**src/rtl/reg_bus_arbiter_if.sv**
```systemverilog
// Debug register bus between the two masters, the arbiter and the two targets.
// The arbiter connects through the slave modport; the master modport is the environment side.
interface reg_bus_arbiter_if;
  logic        m0_req, m1_req;
  logic        m0_we, m1_we;
  logic        m0_tgt, m1_tgt;
  logic [7:0]  m0_addr, m1_addr;
  logic [31:0] m0_wdata, m1_wdata;
  logic        m0_done, m1_done;
  logic [31:0] m_rd_data;
  logic        m_err;
  logic [7:0]  t_addr;
  logic [31:0] t_wdata;
  logic        t_wr_en_mem, t_rd_en_mem, t_wr_en_risc, t_rd_en_risc;
  logic [31:0] t_rd_data_mem, t_rd_data_risc;
  logic        t_rd_done_mem, t_rd_done_risc;
  logic        busy;
  logic [1:0]  cur_state;

  modport slave (
    input  m0_req, m1_req, m0_we, m1_we, m0_tgt, m1_tgt,
    input  m0_addr, m1_addr, m0_wdata, m1_wdata,
    input  t_rd_data_mem, t_rd_data_risc, t_rd_done_mem, t_rd_done_risc,
    output m0_done, m1_done, m_rd_data, m_err, t_addr, t_wdata,
    output t_wr_en_mem, t_rd_en_mem, t_wr_en_risc, t_rd_en_risc,
    output busy, cur_state
  );

  modport master (
    output m0_req, m1_req, m0_we, m1_we, m0_tgt, m1_tgt,
    output m0_addr, m1_addr, m0_wdata, m1_wdata,
    output t_rd_data_mem, t_rd_data_risc, t_rd_done_mem, t_rd_done_risc,
    input  m0_done, m1_done, m_rd_data, m_err, t_addr, t_wdata,
    input  t_wr_en_mem, t_rd_en_mem, t_wr_en_risc, t_rd_en_risc,
    input  busy, cur_state
  );
endinterface

```
**src/rtl/reg_bus_arbiter.sv**
```systemverilog
// Round-robin two-master, two-target arbiter for the 25 MHz debug register bus.
// Define REG_ARB_TIMEOUT_EN to abort reads that see no rd_done within TIMEOUT_CYCLES clocks.
module reg_bus_arbiter #(
  parameter int unsigned TIMEOUT_CYCLES = 255,
  parameter logic [31:0] TIMEOUT_DATA   = 32'hDEAD_BEEF
) (
  input logic              clk_25mhz,
  input logic              rst_i,
  reg_bus_arbiter_if.slave bus
);

  typedef enum logic [1:0] {
    IDLE  = 2'd0,
    ISSUE = 2'd1,
    WAIT  = 2'd2,
    DONE  = 2'd3
  } state_t;

  state_t      state_q, state_d;
  logic        we_q, we_d;
  logic        tgt_q, tgt_d;
  logic        gsel_q, gsel_d;
  logic        lastGrant_q, lastGrant_d;
  logic [7:0]  addr_q, addr_d;
  logic [31:0] wdata_q, wdata_d;
  logic [31:0] rdData_q, rdData_d;
  logic        winner;
  logic        selRdDone;
  logic [31:0] selRdData;
  logic        timeoutHit;

  // On contention the master that was not granted last time wins.
  assign winner    = (bus.m0_req && bus.m1_req) ? ~lastGrant_q : bus.m1_req;
  assign selRdDone = tgt_q ? bus.t_rd_done_risc : bus.t_rd_done_mem;
  assign selRdData = tgt_q ? bus.t_rd_data_risc : bus.t_rd_data_mem;

  always_ff @(posedge clk_25mhz or negedge rst_i) begin
    if (!rst_i) begin
      state_q     <= IDLE;
      we_q        <= 1'b0;
      tgt_q       <= 1'b0;
      gsel_q      <= 1'b0;
      lastGrant_q <= 1'b1;
      addr_q      <= '0;
      wdata_q     <= '0;
      rdData_q    <= '0;
    end else begin
      state_q     <= state_d;
      we_q        <= we_d;
      tgt_q       <= tgt_d;
      gsel_q      <= gsel_d;
      lastGrant_q <= lastGrant_d;
      addr_q      <= addr_d;
      wdata_q     <= wdata_d;
      rdData_q    <= rdData_d;
    end
  end

  always_comb begin
    state_d     = state_q;
    we_d        = we_q;
    tgt_d       = tgt_q;
    gsel_d      = gsel_q;
    lastGrant_d = lastGrant_q;
    addr_d      = addr_q;
    wdata_d     = wdata_q;
    rdData_d    = rdData_q;
    case (state_q)
      IDLE: begin
        if (bus.m0_req || bus.m1_req) begin
          gsel_d  = winner;
          we_d    = winner ? bus.m1_we    : bus.m0_we;
          tgt_d   = winner ? bus.m1_tgt   : bus.m0_tgt;
          addr_d  = winner ? bus.m1_addr  : bus.m0_addr;
          wdata_d = winner ? bus.m1_wdata : bus.m0_wdata;
          state_d = ISSUE;
        end
      end
      ISSUE: begin
        if (we_q) begin
          state_d = DONE;
        end else if (selRdDone) begin
          rdData_d = selRdData;
          state_d  = DONE;
        end else begin
          state_d = WAIT;
        end
      end
      WAIT: begin
        // A real response on the expiry cycle takes priority over the timeout.
        if (selRdDone) begin
          rdData_d = selRdData;
          state_d  = DONE;
        end else if (timeoutHit) begin
          rdData_d = TIMEOUT_DATA;
          state_d  = DONE;
        end
      end
      DONE: begin
        lastGrant_d = gsel_q;
        state_d     = IDLE;
      end
      default: state_d = IDLE;
    endcase
  end

`ifdef REG_ARB_TIMEOUT_EN
  logic [15:0] cnt_q, cnt_d;
  logic        err_q, err_d;

  assign timeoutHit = (state_q == WAIT) && !selRdDone && (cnt_q >= 16'(TIMEOUT_CYCLES));

  always_ff @(posedge clk_25mhz or negedge rst_i) begin
    if (!rst_i) begin
      cnt_q <= '0;
      err_q <= 1'b0;
    end else begin
      cnt_q <= cnt_d;
      err_q <= err_d;
    end
  end

  always_comb begin
    cnt_d = cnt_q;
    err_d = err_q;
    if (state_q == ISSUE) begin
      cnt_d = '0;
      err_d = 1'b0;
    end else if (state_q == WAIT) begin
      if (cnt_q != 16'hFFFF) cnt_d = cnt_q + 16'd1;
      if (timeoutHit) err_d = 1'b1;
    end
  end

  assign bus.m_err = (state_q == DONE) && err_q;
`else
  logic [15:0] unusedCfg;
  assign unusedCfg  = 16'(TIMEOUT_CYCLES);
  assign timeoutHit = 1'b0;
  assign bus.m_err  = 1'b0;
`endif

  assign bus.t_wr_en_mem  = (state_q == ISSUE) &&  we_q && !tgt_q;
  assign bus.t_rd_en_mem  = (state_q == ISSUE) && !we_q && !tgt_q;
  assign bus.t_wr_en_risc = (state_q == ISSUE) &&  we_q &&  tgt_q;
  assign bus.t_rd_en_risc = (state_q == ISSUE) && !we_q &&  tgt_q;
  assign bus.m0_done      = (state_q == DONE) && !gsel_q;
  assign bus.m1_done      = (state_q == DONE) &&  gsel_q;
  assign bus.m_rd_data    = rdData_q;
  assign bus.t_addr       = addr_q;
  assign bus.t_wdata      = wdata_q;
  assign bus.busy         = (state_q != IDLE);
  assign bus.cur_state    = state_q;

endmodule

```
**src/flat_wrapper.sv**
```systemverilog
// flat-port wrapper written by rule: the top's interface ports become plain ports
module reg_bus_arbiter_flat 
#(
  parameter int unsigned TIMEOUT_CYCLES = 255,
  parameter logic [31:0] TIMEOUT_DATA   = 32'hDEAD_BEEF
)
  (clk_25mhz, rst_i, bus_m0_req, bus_m1_req, bus_m0_we, bus_m1_we, bus_m0_tgt, bus_m1_tgt, bus_m0_addr, bus_m1_addr, bus_m0_wdata, bus_m1_wdata, bus_t_rd_data_mem, bus_t_rd_data_risc, bus_t_rd_done_mem, bus_t_rd_done_risc, bus_m0_done, bus_m1_done, bus_m_rd_data, bus_m_err, bus_t_addr, bus_t_wdata, bus_t_wr_en_mem, bus_t_rd_en_mem, bus_t_wr_en_risc, bus_t_rd_en_risc, bus_busy, bus_cur_state);
  reg_bus_arbiter_if bus_i ();
  input logic clk_25mhz;
  input logic rst_i;
  input wire logic [$bits(bus_i.m0_req)-1:0] bus_m0_req;
  input wire logic [$bits(bus_i.m1_req)-1:0] bus_m1_req;
  input wire logic [$bits(bus_i.m0_we)-1:0] bus_m0_we;
  input wire logic [$bits(bus_i.m1_we)-1:0] bus_m1_we;
  input wire logic [$bits(bus_i.m0_tgt)-1:0] bus_m0_tgt;
  input wire logic [$bits(bus_i.m1_tgt)-1:0] bus_m1_tgt;
  input wire logic [$bits(bus_i.m0_addr)-1:0] bus_m0_addr;
  input wire logic [$bits(bus_i.m1_addr)-1:0] bus_m1_addr;
  input wire logic [$bits(bus_i.m0_wdata)-1:0] bus_m0_wdata;
  input wire logic [$bits(bus_i.m1_wdata)-1:0] bus_m1_wdata;
  input wire logic [$bits(bus_i.t_rd_data_mem)-1:0] bus_t_rd_data_mem;
  input wire logic [$bits(bus_i.t_rd_data_risc)-1:0] bus_t_rd_data_risc;
  input wire logic [$bits(bus_i.t_rd_done_mem)-1:0] bus_t_rd_done_mem;
  input wire logic [$bits(bus_i.t_rd_done_risc)-1:0] bus_t_rd_done_risc;
  output wire logic [$bits(bus_i.m0_done)-1:0] bus_m0_done;
  output wire logic [$bits(bus_i.m1_done)-1:0] bus_m1_done;
  output wire logic [$bits(bus_i.m_rd_data)-1:0] bus_m_rd_data;
  output wire logic [$bits(bus_i.m_err)-1:0] bus_m_err;
  output wire logic [$bits(bus_i.t_addr)-1:0] bus_t_addr;
  output wire logic [$bits(bus_i.t_wdata)-1:0] bus_t_wdata;
  output wire logic [$bits(bus_i.t_wr_en_mem)-1:0] bus_t_wr_en_mem;
  output wire logic [$bits(bus_i.t_rd_en_mem)-1:0] bus_t_rd_en_mem;
  output wire logic [$bits(bus_i.t_wr_en_risc)-1:0] bus_t_wr_en_risc;
  output wire logic [$bits(bus_i.t_rd_en_risc)-1:0] bus_t_rd_en_risc;
  output wire logic [$bits(bus_i.busy)-1:0] bus_busy;
  output wire logic [$bits(bus_i.cur_state)-1:0] bus_cur_state;
  assign bus_i.m0_req = bus_m0_req;
  assign bus_i.m1_req = bus_m1_req;
  assign bus_i.m0_we = bus_m0_we;
  assign bus_i.m1_we = bus_m1_we;
  assign bus_i.m0_tgt = bus_m0_tgt;
  assign bus_i.m1_tgt = bus_m1_tgt;
  assign bus_i.m0_addr = bus_m0_addr;
  assign bus_i.m1_addr = bus_m1_addr;
  assign bus_i.m0_wdata = bus_m0_wdata;
  assign bus_i.m1_wdata = bus_m1_wdata;
  assign bus_i.t_rd_data_mem = bus_t_rd_data_mem;
  assign bus_i.t_rd_data_risc = bus_t_rd_data_risc;
  assign bus_i.t_rd_done_mem = bus_t_rd_done_mem;
  assign bus_i.t_rd_done_risc = bus_t_rd_done_risc;
  assign bus_m0_done = bus_i.m0_done;
  assign bus_m1_done = bus_i.m1_done;
  assign bus_m_rd_data = bus_i.m_rd_data;
  assign bus_m_err = bus_i.m_err;
  assign bus_t_addr = bus_i.t_addr;
  assign bus_t_wdata = bus_i.t_wdata;
  assign bus_t_wr_en_mem = bus_i.t_wr_en_mem;
  assign bus_t_rd_en_mem = bus_i.t_rd_en_mem;
  assign bus_t_wr_en_risc = bus_i.t_wr_en_risc;
  assign bus_t_rd_en_risc = bus_i.t_rd_en_risc;
  assign bus_busy = bus_i.busy;
  assign bus_cur_state = bus_i.cur_state;
  reg_bus_arbiter #(.TIMEOUT_CYCLES(TIMEOUT_CYCLES), .TIMEOUT_DATA(TIMEOUT_DATA)) u_core (.clk_25mhz(clk_25mhz), .rst_i(rst_i), .bus(bus_i));
endmodule
```
**config.mk**
```make
export PLATFORM = sky130hd
export DESIGN_NAME = reg_bus_arbiter_flat
export DESIGN_NICKNAME = d
export VERILOG_FILES = /design/src/rtl/reg_bus_arbiter_if.sv /design/src/rtl/reg_bus_arbiter.sv /design/src/flat_wrapper.sv
export SDC_FILE = /design/constraint.sdc
export NUM_CORES = 1
export LEC_CHECK = 0
export BUFFER_PORTS_ARGS = -buffer_cell sky130_fd_sc_hd__buf_2
export CORE_MARGIN = 1
export CORE_UTILIZATION = 39
export CTS_BUF_LIST = sky130_fd_sc_hd__clkbuf_16
export DETAILED_ROUTE_END_ITERATION = 6
export PLACE_DENSITY = 0.77
export REMOVE_ABC_BUFFERS = 1
export SKIP_CTS_REPAIR_TIMING = 1
export SYNTH_ARGS = -nofsm -noshare
export SYNTH_HDL_FRONTEND = slang
export SYNTH_SLANG_ARGS = --single-unit
export TNS_END_PERCENT = 50
```
**constraint.sdc**
```tcl
create_clock -name clk_25mhz -period 1.71 [get_ports clk_25mhz]
set_input_delay 0.342 -clock clk_25mhz [delete_from_list [all_inputs] [get_ports clk_25mhz]]
set_output_delay 0.342 -clock clk_25mhz [all_outputs]
set_load 0.01 [all_outputs]
```
==> summary.md, run 1 <==
| Metric | Value |
|---|---|
| Crit path kind | `flop to flop` |
| DP Area | `0.00522 sq mm` |
| Pwr Density | `1820 mW/mm^2` |
| Vias per inst | `4.80` |
| CP endpoint | `u_core.bus.m_rd_data[28]$_DFFE_PN0P_` |
| Slowest CP cell | `dfrtp_2` |
| Final Hold Vio Count | `0` |
| DRT Pass-1 Iters | `4` |
| # setup viols final | `25` |
| Hold WC Path Type | `primary input to flop` |
| Hold path depth | `3` |
| Starting Density | `0.409` |
| Failing checks | `setup timing` |
| Post-synth ARST share | `1.00` |
| Mapped cell area | `0.00383 sq mm` |
| H-tree Lvls | `3` |
| Register area share after synthesis | `0.509` |
| Antenna Violating Nets Remaining | `0` |
| Nets | `724` |
| Finished Cell Area | `0.00584 sq mm` |
| Cell family with the largest share of critical-path delay | `flip-flops` |
| Area contributors post-synth | `dfrtp_1 (50%), mux2_2 (19%), mux2i_1 (11%)` |
| EDFF count, synth | `0` |
| Placer Congestion | `0.845` |
| Reg2Reg Setup Slack | `-40 ps` |
| Area share of the largest cell type after synthesis | `0.502` |
| Synth-to-Final Area Change | `52.4%` |
| Critical Path Start | `u_core.bus.cur_state[0]$_DFFE_PN0P_` |
| CTS tree | `built` |
| Remaining DRCs | `0` |
| Leakage | `0.00304 uW` |
| Worst-skew pair later-pin latency | `320 ps` |
| Worst hold margin | `303 ps` |
| Total grt overflow | `0` |
| Clock transition at path regs | `60 ps` |
| Die Width | `101 um` |
| Synth area leader | `dfrtp_1` |
| Core area | `0.00937 sq mm` |
| Post-DP HPWL | `7720 um` |
| Post-synth top flop | `dfrtp_1` |
| Vias | `3353` |
| Total track usage | `0.191` |
| Final worst path period need | `1750 ps` |
| Max VDD drop | `0.000686 V` |
| Status | `complete, but fails checks` |
| Fin crit share | `1.03` |
| First-pass GRT wire length | `14800 um` |
| Synthesized flop and latch total | `78` |
| Largest net degree at the start of global routing | `58` |
| Worst r2r src | `u_core.bus.cur_state[0]$_DFFE_PN0P_` |
| CP Depth | `7` |
| Yosys cell types | `26` |
| Startpoint Class | `flop` |
| Clock sink total | `78` |
| Maxcap violations | `0` |
| F_max | `0.570 GHz` |
| Crit-path max FO | `8` |
| Mapped Cells | `321` |
| Placed cells | `676` |
| RR Endpoint | `u_core.bus.m_rd_data[28]$_DFFE_PN0P_` |
| Dpl ws | `-24.6 ps` |
| Final Non-Filler Cells | `699` |
| Total CTS buffers | `9` |
| Crit path DAT | `1960 ps` |
| IO Count | `236` |
| Die area | `0.0102 sq mm` |
| Root Driver | `clkbuf_16` |
| Antenna violations before repair | `1` |
| Worst Path Required | `1920 ps` |
| Unrepaired setup endpoints after global routing | `yes` |
| Mean area per synthesized cell | `11.9 sq um` |
| PortBufs | `234` |
| Vias in the first global route | `3217` |
| CP max stage delay | `450 ps` |
| PnR worst setup slack | `-43.3 ps` |
| Die Y | `101 um` |
| Yosys warns | `0` |
| Worst Skew | `6.51 ps` |
| R2r worst-path depth | `7` |
| Final max-slew violation count | `0` |
| Avg WL per Cell | `15.4 um` |
| # rows | `35` |
| Clock Tree Buf Depth | `2` |
| Initial drt markers | `62` |
| DRT Wirelength | `10800 um` |
| Worst Setup End Kind | `flop` |
| Layout cells sized above 1 | `0.615` |
| Worst path bufs/invs | `3` |
| CP Cell Sequence | `inv_4, ha_4, nor2_2, a211oi_4, buf_6, clkbuf_16, mux2_2` |
-- stage by stage --
stage | total power [uW] | TNS, ps | util
2_1_floorplan | 5990 | -206100 | -
3_3_place_gp | 7590 | 0 | 0.557
3_5_place_dp | 7800 | -361 | 0.557
4_1_cts | 9780 | -1350 | 0.590
5_1_grt | 11300 | -2040 | 0.623
6_report | 10600 | -554 | 0.623
-- flip-flops by register name, summed over array words and instances (netlist names) --
register	count
u_core.bus.m_rd_data	32
u_core.bus.t_wdata	32
u_core.bus.t_addr	8
u_core.bus.cur_state	2
u_core.gsel_q	1
u_core.lastGrant_q	1
u_core.tgt_q	1
u_core.we_q	1
-- placed cells by master (no fill, tap or decap), drive strengths merged, types with 3 or more instances in the layout --
cell type / n
inv: 4
dfrtp: 77
ha: 5
nand2: 42
o21ai: 43
buf: 252
clkinv: 4
mux2: 66
clkbuf: 11
nor3b: 3
mux2i: 43
-- worst min-delay path: stages --
cell and delay (ps):
buf_2 70, mux2i_1 50, o21ai_0 130
-- cell families after synthesis --
family | count (synthesis) | share of synthesized area
buffers and inverters | 26 | 0.0362
AO/OA/AOI/OAI | 50 | 0.0741
AND/OR/NAND/NOR | 52 | 0.0571
other | 1 | 0.000978
adder cells (fa/ha/maj) | 5 | 0.0163
multiplexers | 109 | 0.306
flip-flops | 78 | 0.509
-- cells in the mapped netlist, types with 2 or more instances --
cell and count:
buf_6 3, nor2_1 2, nand2_1 42, buf_4 3, inv_1 4, mux2i_1 43
nor3b_1 3, clkbuf_1 10, ha_1 5, o21ai_0 43, buf_2 6, dfrtp_1 77
and3_1 2, mux2_2 64, a21boi_0 2, mux2_1 2
-- layout make-up --
type                            count  area [sq um]
Multi-Input combinational cell    217          1940
Clock buffer                        9           225
Fill cell                         770          3530
Clock inverter                      6          77.6
Antenna cell                        1          2.50
Inverter                            4          17.5
Sequential cell                    78          1950
Timing Repair Buffer              255          1470
Tap cell                          129           161
-- worst min-delay path by stage --
| stage | startpoint | slack (ps) | end |
|---|---|---|---|
| floorplan | rst_i | 50 | u_core.bus.cur_state[0]$_DFFE_PN0P_ |
| global placement | rst_i | 310 | u_core.bus.t_wdata[28]$_DFFE_PN0P_ |
| detailed placement | rst_i | 310 | u_core.bus.t_wdata[28]$_DFFE_PN0P_ |
| CTS | rst_i | -40 | u_core.bus.t_wdata[28]$_DFFE_PN0P_ |
| global route | bus_m1_wdata[20] | 300 | u_core.bus.t_wdata[20]$_DFFE_PN0P_ |
| finish | bus_m0_wdata[17] | 300 | u_core.bus.t_wdata[17]$_DFFE_PN0P_ |
-- report_power, final --
part / switching, uW / total [uW] / internal [uW] / leakage, uW
registers: 547 / 3350 / 2800 / 0.000941
logic: 2460 / 5330 / 2870 / 0.00195
clock network: 694 / 1950 / 1250 / 0.000150
-- per-layer routing --
layer,vias to the layer above,part of all wire,global-route usage
li1,1608,-,-
met1,1567,0.39,0.214
met2,170,0.52,0.347
met3,8,0.073,0.0545
met4,0,0.0099,0.0624
met5,-,0,0
No activity file was read; power rests on OpenSTA's default activity.
==> inputs of run 2 (changes only) <==
--- a/config.mk
+++ b/config.mk
@@ -10,7 +10,9 @@
 export CORE_UTILIZATION = 39
 export CTS_BUF_LIST = sky130_fd_sc_hd__clkbuf_16
 export DETAILED_ROUTE_END_ITERATION = 6
+export GPL_TIMING_DRIVEN = 0
 export PLACE_DENSITY = 0.77
+export RECOVER_POWER = 25
 export REMOVE_ABC_BUFFERS = 1
 export SKIP_CTS_REPAIR_TIMING = 1
 export SYNTH_ARGS = -nofsm -noshare
==> run 2 against run 1 <==
The flow still finishes with violations (setup timing). Worst setup slack got worse by 56 ps. Critical endpoint is now u_core.bus.m_rd_data[5]$_DFFE_PN0P_. Via count increased by 1.6%. Sequential share of layout area about the same. Clock-buffer cell count unchanged. Combinational power decreased by 2%. Clock skew about the same. Maximum frequency decreased by 3.1%. Clock power increased by 8%. Highest routed layer unchanged. Utilization increased by 0.17 points. Non-clock buffer count increased by 6.
==> summary.md, run 2 (same netlist as run 1, synthesis figures left out) <==
| Metric | Value |
|---|---|
| Status | `complete, but fails checks` |
| Failing checks | `setup timing` |
| Root Driver | `clkbuf_16` |
| Most frequent cells in the layout | `buf_2 (234), dfrtp_1 (74), mux2_2 (47)` |
| # fillers | `729` |
| GRT met2 Usage | `0.348` |
| DRT Wirelength | `11100 um` |
| Total track usage | `0.185` |
| First-pass GRT wire length | `14600 um` |
| Clock sink total | `78` |
| Die area | `0.0102 sq mm` |
| PnR worst setup slack | `-99.5 ps` |
| Worst Skew | `6.06 ps` |
| Worst-skew pair later-pin latency | `320 ps` |
| Avg WL per Cell | `15.7 um` |
| Maxcap violations | `0` |
| Largest net degree at the start of global routing | `47` |
| Crit path DAT | `2010 ps` |
| Initial drt markers | `74` |
| Pwr Density | `1830 mW/mm^2` |
| Synth-to-Final Area Change | `52.8%` |
| Most used routing layer | `met2` |
| Post-DP HPWL | `7540 um` |
| DP Area | `0.00514 sq mm` |
| Worst Path Required | `1910 ps` |
| Max VDD drop | `0.000734 V` |
| Leakage | `0.00306 uW` |
| Final Hold Vio Count | `0` |
| Total CTS buffers | `9` |
| Diode count | `0` |
| Clock transition at path regs | `60 ps` |
| CTS tree | `built` |
| Vias in the first global route | `3138` |
| Unrepaired setup endpoints after global routing | `yes` |
| Startpoint Class | `flop` |
| Remaining DRCs | `0` |
| Hold WC Path Type | `primary input to asynchronous set/reset pin` |
| Die Y | `101 um` |
| Fin crit share | `1.06` |
| Slew margin rel. | `0.379` |
| Crit-path max FO | `6` |
| H-tree Lvls | `3` |
| Nets | `731` |
| Core area | `0.00937 sq mm` |
| Worst Setup End Kind | `flop` |
| Worst-Margin Slew | `932 ps` |
| Finished Cell Area | `0.00586 sq mm` |
| Layout cells sized above 1 | `0.620` |
| Final max-slew violation count | `0` |
| GRT met3 Usage | `0.0414` |
| Starting Density | `0.409` |
| Vias | `3407` |
| Clock Tree Buf Depth | `2` |
| Antenna violations before repair | `0` |
| Final worst path period need | `1810 ps` |
| Dpl ws | `-1480 ps` |
| Die Width | `101 um` |
| Antenna Violating Nets Remaining | `0` |
| Vias per inst | `4.83` |
| PortBufs | `234` |
| DRT Pass-1 Iters | `4` |
| # rows | `35` |
| # setup viols final | `34` |
| IO Count | `236` |
| F_max | `0.553 GHz` |
| Placer Congestion | `0.842` |
| Total grt overflow | `0` |
| Crit path kind | `flop to flop` |
| Leading cell type in the layout, fill and taps excluded | `buf_2` |
| M1 GR Usage | `0.201` |
| Worst hold margin | `144 ps` |
run 2: worst max-delay path: stages, from the launching register on:
cell and delay [ps]:
dfrtp_2 470, inv_4 100, ha_4 140, nor2_2 50
a211oi_4 250, buf_6 190, buf_6 140, mux2_1 330
run 2: through the flow:
stage / util / std cells / setup TNS, ps / total power (uW)
after floorplan: - / 299 / -206100 / 5990
after global placement: 0.538 / 662 / -305600 / 7380
after detailed placement: 0.549 / 666 / -55430 / 7650
after CTS: 0.584 / 681 / -52320 / 9790
after global routing: 0.625 / 705 / -4010 / 11400
final: 0.625 / 705 / -2210 / 10700
run 2: power by group:
group,total [uW],internal [uW],switching [uW]
Clock,2100,1400,697
Combinational,5240,2800,2440
Sequential,3410,2810,593
Total,10700,7020,3730
run 2: path summary, 6_finish.rpt:
check / startpoint / end / slack (ps) / depth (start not counted)
setup / recovery: u_core.bus.cur_state[0]$_DFFE_PN0P_ / u_core.bus.m_rd_data[5]$_DFFE_PN0P_ / -100 / 7
max in group asynchronous: rst_i / u_core.tgt_q$_DFFE_PN0P_ / 330 / 2
hold reg to reg: u_core.bus.t_wdata[2]$_DFFE_PN0P_ / u_core.bus.t_wdata[2]$_DFFE_PN0P_ / 470 / 2
setup reg to reg: u_core.bus.cur_state[0]$_DFFE_PN0P_ / u_core.bus.m_rd_data[5]$_DFFE_PN0P_ / -100 / 7
hold / removal: rst_i / u_core.bus.t_addr[1]$_DFFE_PN0P_ / 140 / 1
min in group clk_25mhz: bus_m0_wdata[9] / u_core.bus.t_wdata[9]$_DFFE_PN0P_ / 300 / 3
run 2: per-layer routing:
metal	wire length, um	share of wire
met1	4260	0.38
met2	5910	0.53
met3	736	0.067
met4	165	0.015
met5	0	0
run 2: cell type report:
class	instances	area, sq um	share of cell area
flip-flops and latches	78	1960	0.334
multi-input cells	218	1900	0.324
repair buffers	261	1490	0.255
clock buffers	9	225	0.0384
well taps	129	161	0.0275
clock inverters	6	103	0.0175
inverters	4	20.0	0.00342
==> inputs of run 3 (changes only) <==
--- a/config.mk
+++ b/config.mk
@@ -10,7 +10,6 @@
 export CORE_UTILIZATION = 39
 export CTS_BUF_LIST = sky130_fd_sc_hd__clkbuf_16
 export DETAILED_ROUTE_END_ITERATION = 6
-export GPL_TIMING_DRIVEN = 0
 export PLACE_DENSITY = 0.77
 export RECOVER_POWER = 25
 export REMOVE_ABC_BUFFERS = 1
==> run 3 against run 2 <==
The flow still finishes with violations (setup timing). Routed wire length shrank 2.5%. Combinational power grew 2%. Maximum frequency grew 3.2%. Clock power shrank 7%. Clock-buffer cell count is the same. Total power shrank 1.1%. Via count shrank 1.6%. Sequential power shrank 2%. Die area is the same. Utilization shrank 0.20 points. Cell count shrank 0.85%. Critical path type unchanged. Critical endpoint is now u_core.bus.m_rd_data[28]$_DFFE_PN0P_.
==> summary.md, run 3 (same netlist as run 1, synthesis figures left out) <==
| Metric | Value |
|---|---|
| Final Power | `10600 uW` |
| Worst Path Required | `1920 ps` |
| Max VDD drop | `0.000686 V` |
| # rows | `35` |
| CP max stage delay | `450 ps` |
| Startpoint Class | `flop` |
| Fin crit share | `1.03` |
| CTS tree | `built` |
| IO Count | `236` |
| First-pass GRT wire length | `14800 um` |
| Largest net degree at the start of global routing | `58` |
| Vias | `3353` |
| Crit-path max FO | `8` |
| Die Y | `101 um` |
| Final max-slew violation count | `0` |
| PortBufs | `234` |
| Most frequent cells in the layout | `buf_2 (230), dfrtp_1 (76), mux2i_1 (43)` |
| F_max | `0.570 GHz` |
| Root Driver | `clkbuf_16` |
| # setup viols final | `25` |
| Total grt overflow | `0` |
| Total track usage | `0.191` |
| H-tree Lvls | `3` |
| Core area | `0.00937 sq mm` |
| Maxcap violations | `0` |
| Vias in the first global route | `3217` |
| Vias per inst | `4.80` |
| PnR worst setup slack | `-43.3 ps` |
| Antenna violations before repair | `1` |
| Unrepaired setup endpoints after global routing | `yes` |
| Final Hold Vio Count | `0` |
| Finished Cell Area | `0.00584 sq mm` |
| Avg WL per Cell | `15.4 um` |
| Failing checks | `setup timing` |
| Clock sink total | `78` |
| Crit path DAT | `1960 ps` |
| Clock Tree Buf Depth | `2` |
| Worst-skew pair later-pin latency | `320 ps` |
| Placed cells | `676` |
| Clock transition at path regs | `60 ps` |
| Dpl ws | `-24.6 ps` |
| Antenna Violating Nets Remaining | `0` |
| Layout cells sized above 1 | `0.615` |
| Nets | `724` |
| Worst Skew | `6.51 ps` |
| Synth-to-Final Area Change | `52.3%` |
| Status | `complete, but fails checks` |
| Pwr Density | `1820 mW/mm^2` |
| DRT Wirelength | `10800 um` |
| Crit path kind | `flop to flop` |
| Hold WC Path Type | `primary input to flop` |
| Slowest CP cell | `dfrtp_2` |
| Post-DP HPWL | `7720 um` |
| Die area | `0.0102 sq mm` |
| Die Width | `101 um` |
| Remaining DRCs | `0` |
| # fillers | `770` |
| Placer Congestion | `0.845` |
| Leading cell type in the layout, fill and taps excluded | `buf_2` |
| Final core utilization | `0.623` |
| Slew margin rel. | `0.445` |
| CP Cell Sequence | `inv_4, ha_4, nor2_2, a211oi_4, buf_6, clkbuf_16, mux2_2` |
| Final worst path period need | `1750 ps` |
| DRT Pass-1 Iters | `4` |
| DP Area | `0.00522 sq mm` |
| Worst Setup End Kind | `flop` |
| Starting Density | `0.409` |
| Total CTS buffers | `9` |
| Leakage | `0.00304 uW` |
| Worst-Margin Slew | `833 ps` |
| Final Non-Filler Cells | `699` |
| Initial drt markers | `62` |
==> run 3: final timing paths <==
kind / to / cells past startpoint / from / slack [ps]
min in group asynchronous: u_core.bus.t_wdata[28]$_DFFE_PN0P_ / 2 / rst_i / 660
min: u_core.bus.t_wdata[17]$_DFFE_PN0P_ / 3 / bus_m0_wdata[17] / 300
max in group asynchronous: u_core.bus.m_rd_data[5]$_DFFE_PN0P_ / 3 / rst_i / 320
max: u_core.bus.m_rd_data[28]$_DFFE_PN0P_ / 7 / u_core.bus.cur_state[0]$_DFFE_PN0P_ / -40
min reg2reg: u_core.bus.t_wdata[26]$_DFFE_PN0P_ / 2 / u_core.bus.t_wdata[26]$_DFFE_PN0P_ / 470
max reg2reg: u_core.bus.m_rd_data[28]$_DFFE_PN0P_ / 7 / u_core.bus.cur_state[0]$_DFFE_PN0P_ / -40
==> run 3: through the flow <==
stage	hold WS (ps)	TNS, ps
2_1_floorplan	46.4	-206100
3_3_place_gp	307	0
3_5_place_dp	314	-361
4_1_cts	-39.5	-1350
5_1_grt	299	-2040
6_report	303	-554
==> run 3: final cells by class <==
type,count,area (sq um),share of cell area
Clock buffer,9,225,0.0386
Tap cell,129,161,0.0276
Multi-Input combinational cell,217,1940,0.332
Inverter,4,17.5,0.00300
Sequential cell,78,1950,0.335
Clock inverter,6,77.6,0.0133
Timing Repair Buffer,255,1460,0.250
Antenna cell,1,2.50,0.000428
==> run 3: routing by layer <==
| metal | track usage | share of wire | vias to the layer above |
|---|---|---|---|
| li1 | - | - | 1608 |
| met1 | 0.214 | 0.39 | 1567 |
| met2 | 0.347 | 0.52 | 170 |
| met3 | 0.0545 | 0.073 | 8 |
| met4 | 0.0624 | 0.0099 | 0 |
| met5 | 0 | 0 | - |
==> run 3: where the power goes <==
part | leakage, uW | internal, uW | switching [uW]
combinational | 0.00195 | 2870 | 2460
clock | 0.000150 | 1250 | 694
sequential | 0.000941 | 2800 | 547
==> run 3: critical path, delay by kind of cell, from the launching register on <==
kind            cells  cell delay, ps
compound gates      1             250
flops               1             450
fa+ha+maj           1             140
buf+inv             3             410
mux                 1             330
simple gates        1              50
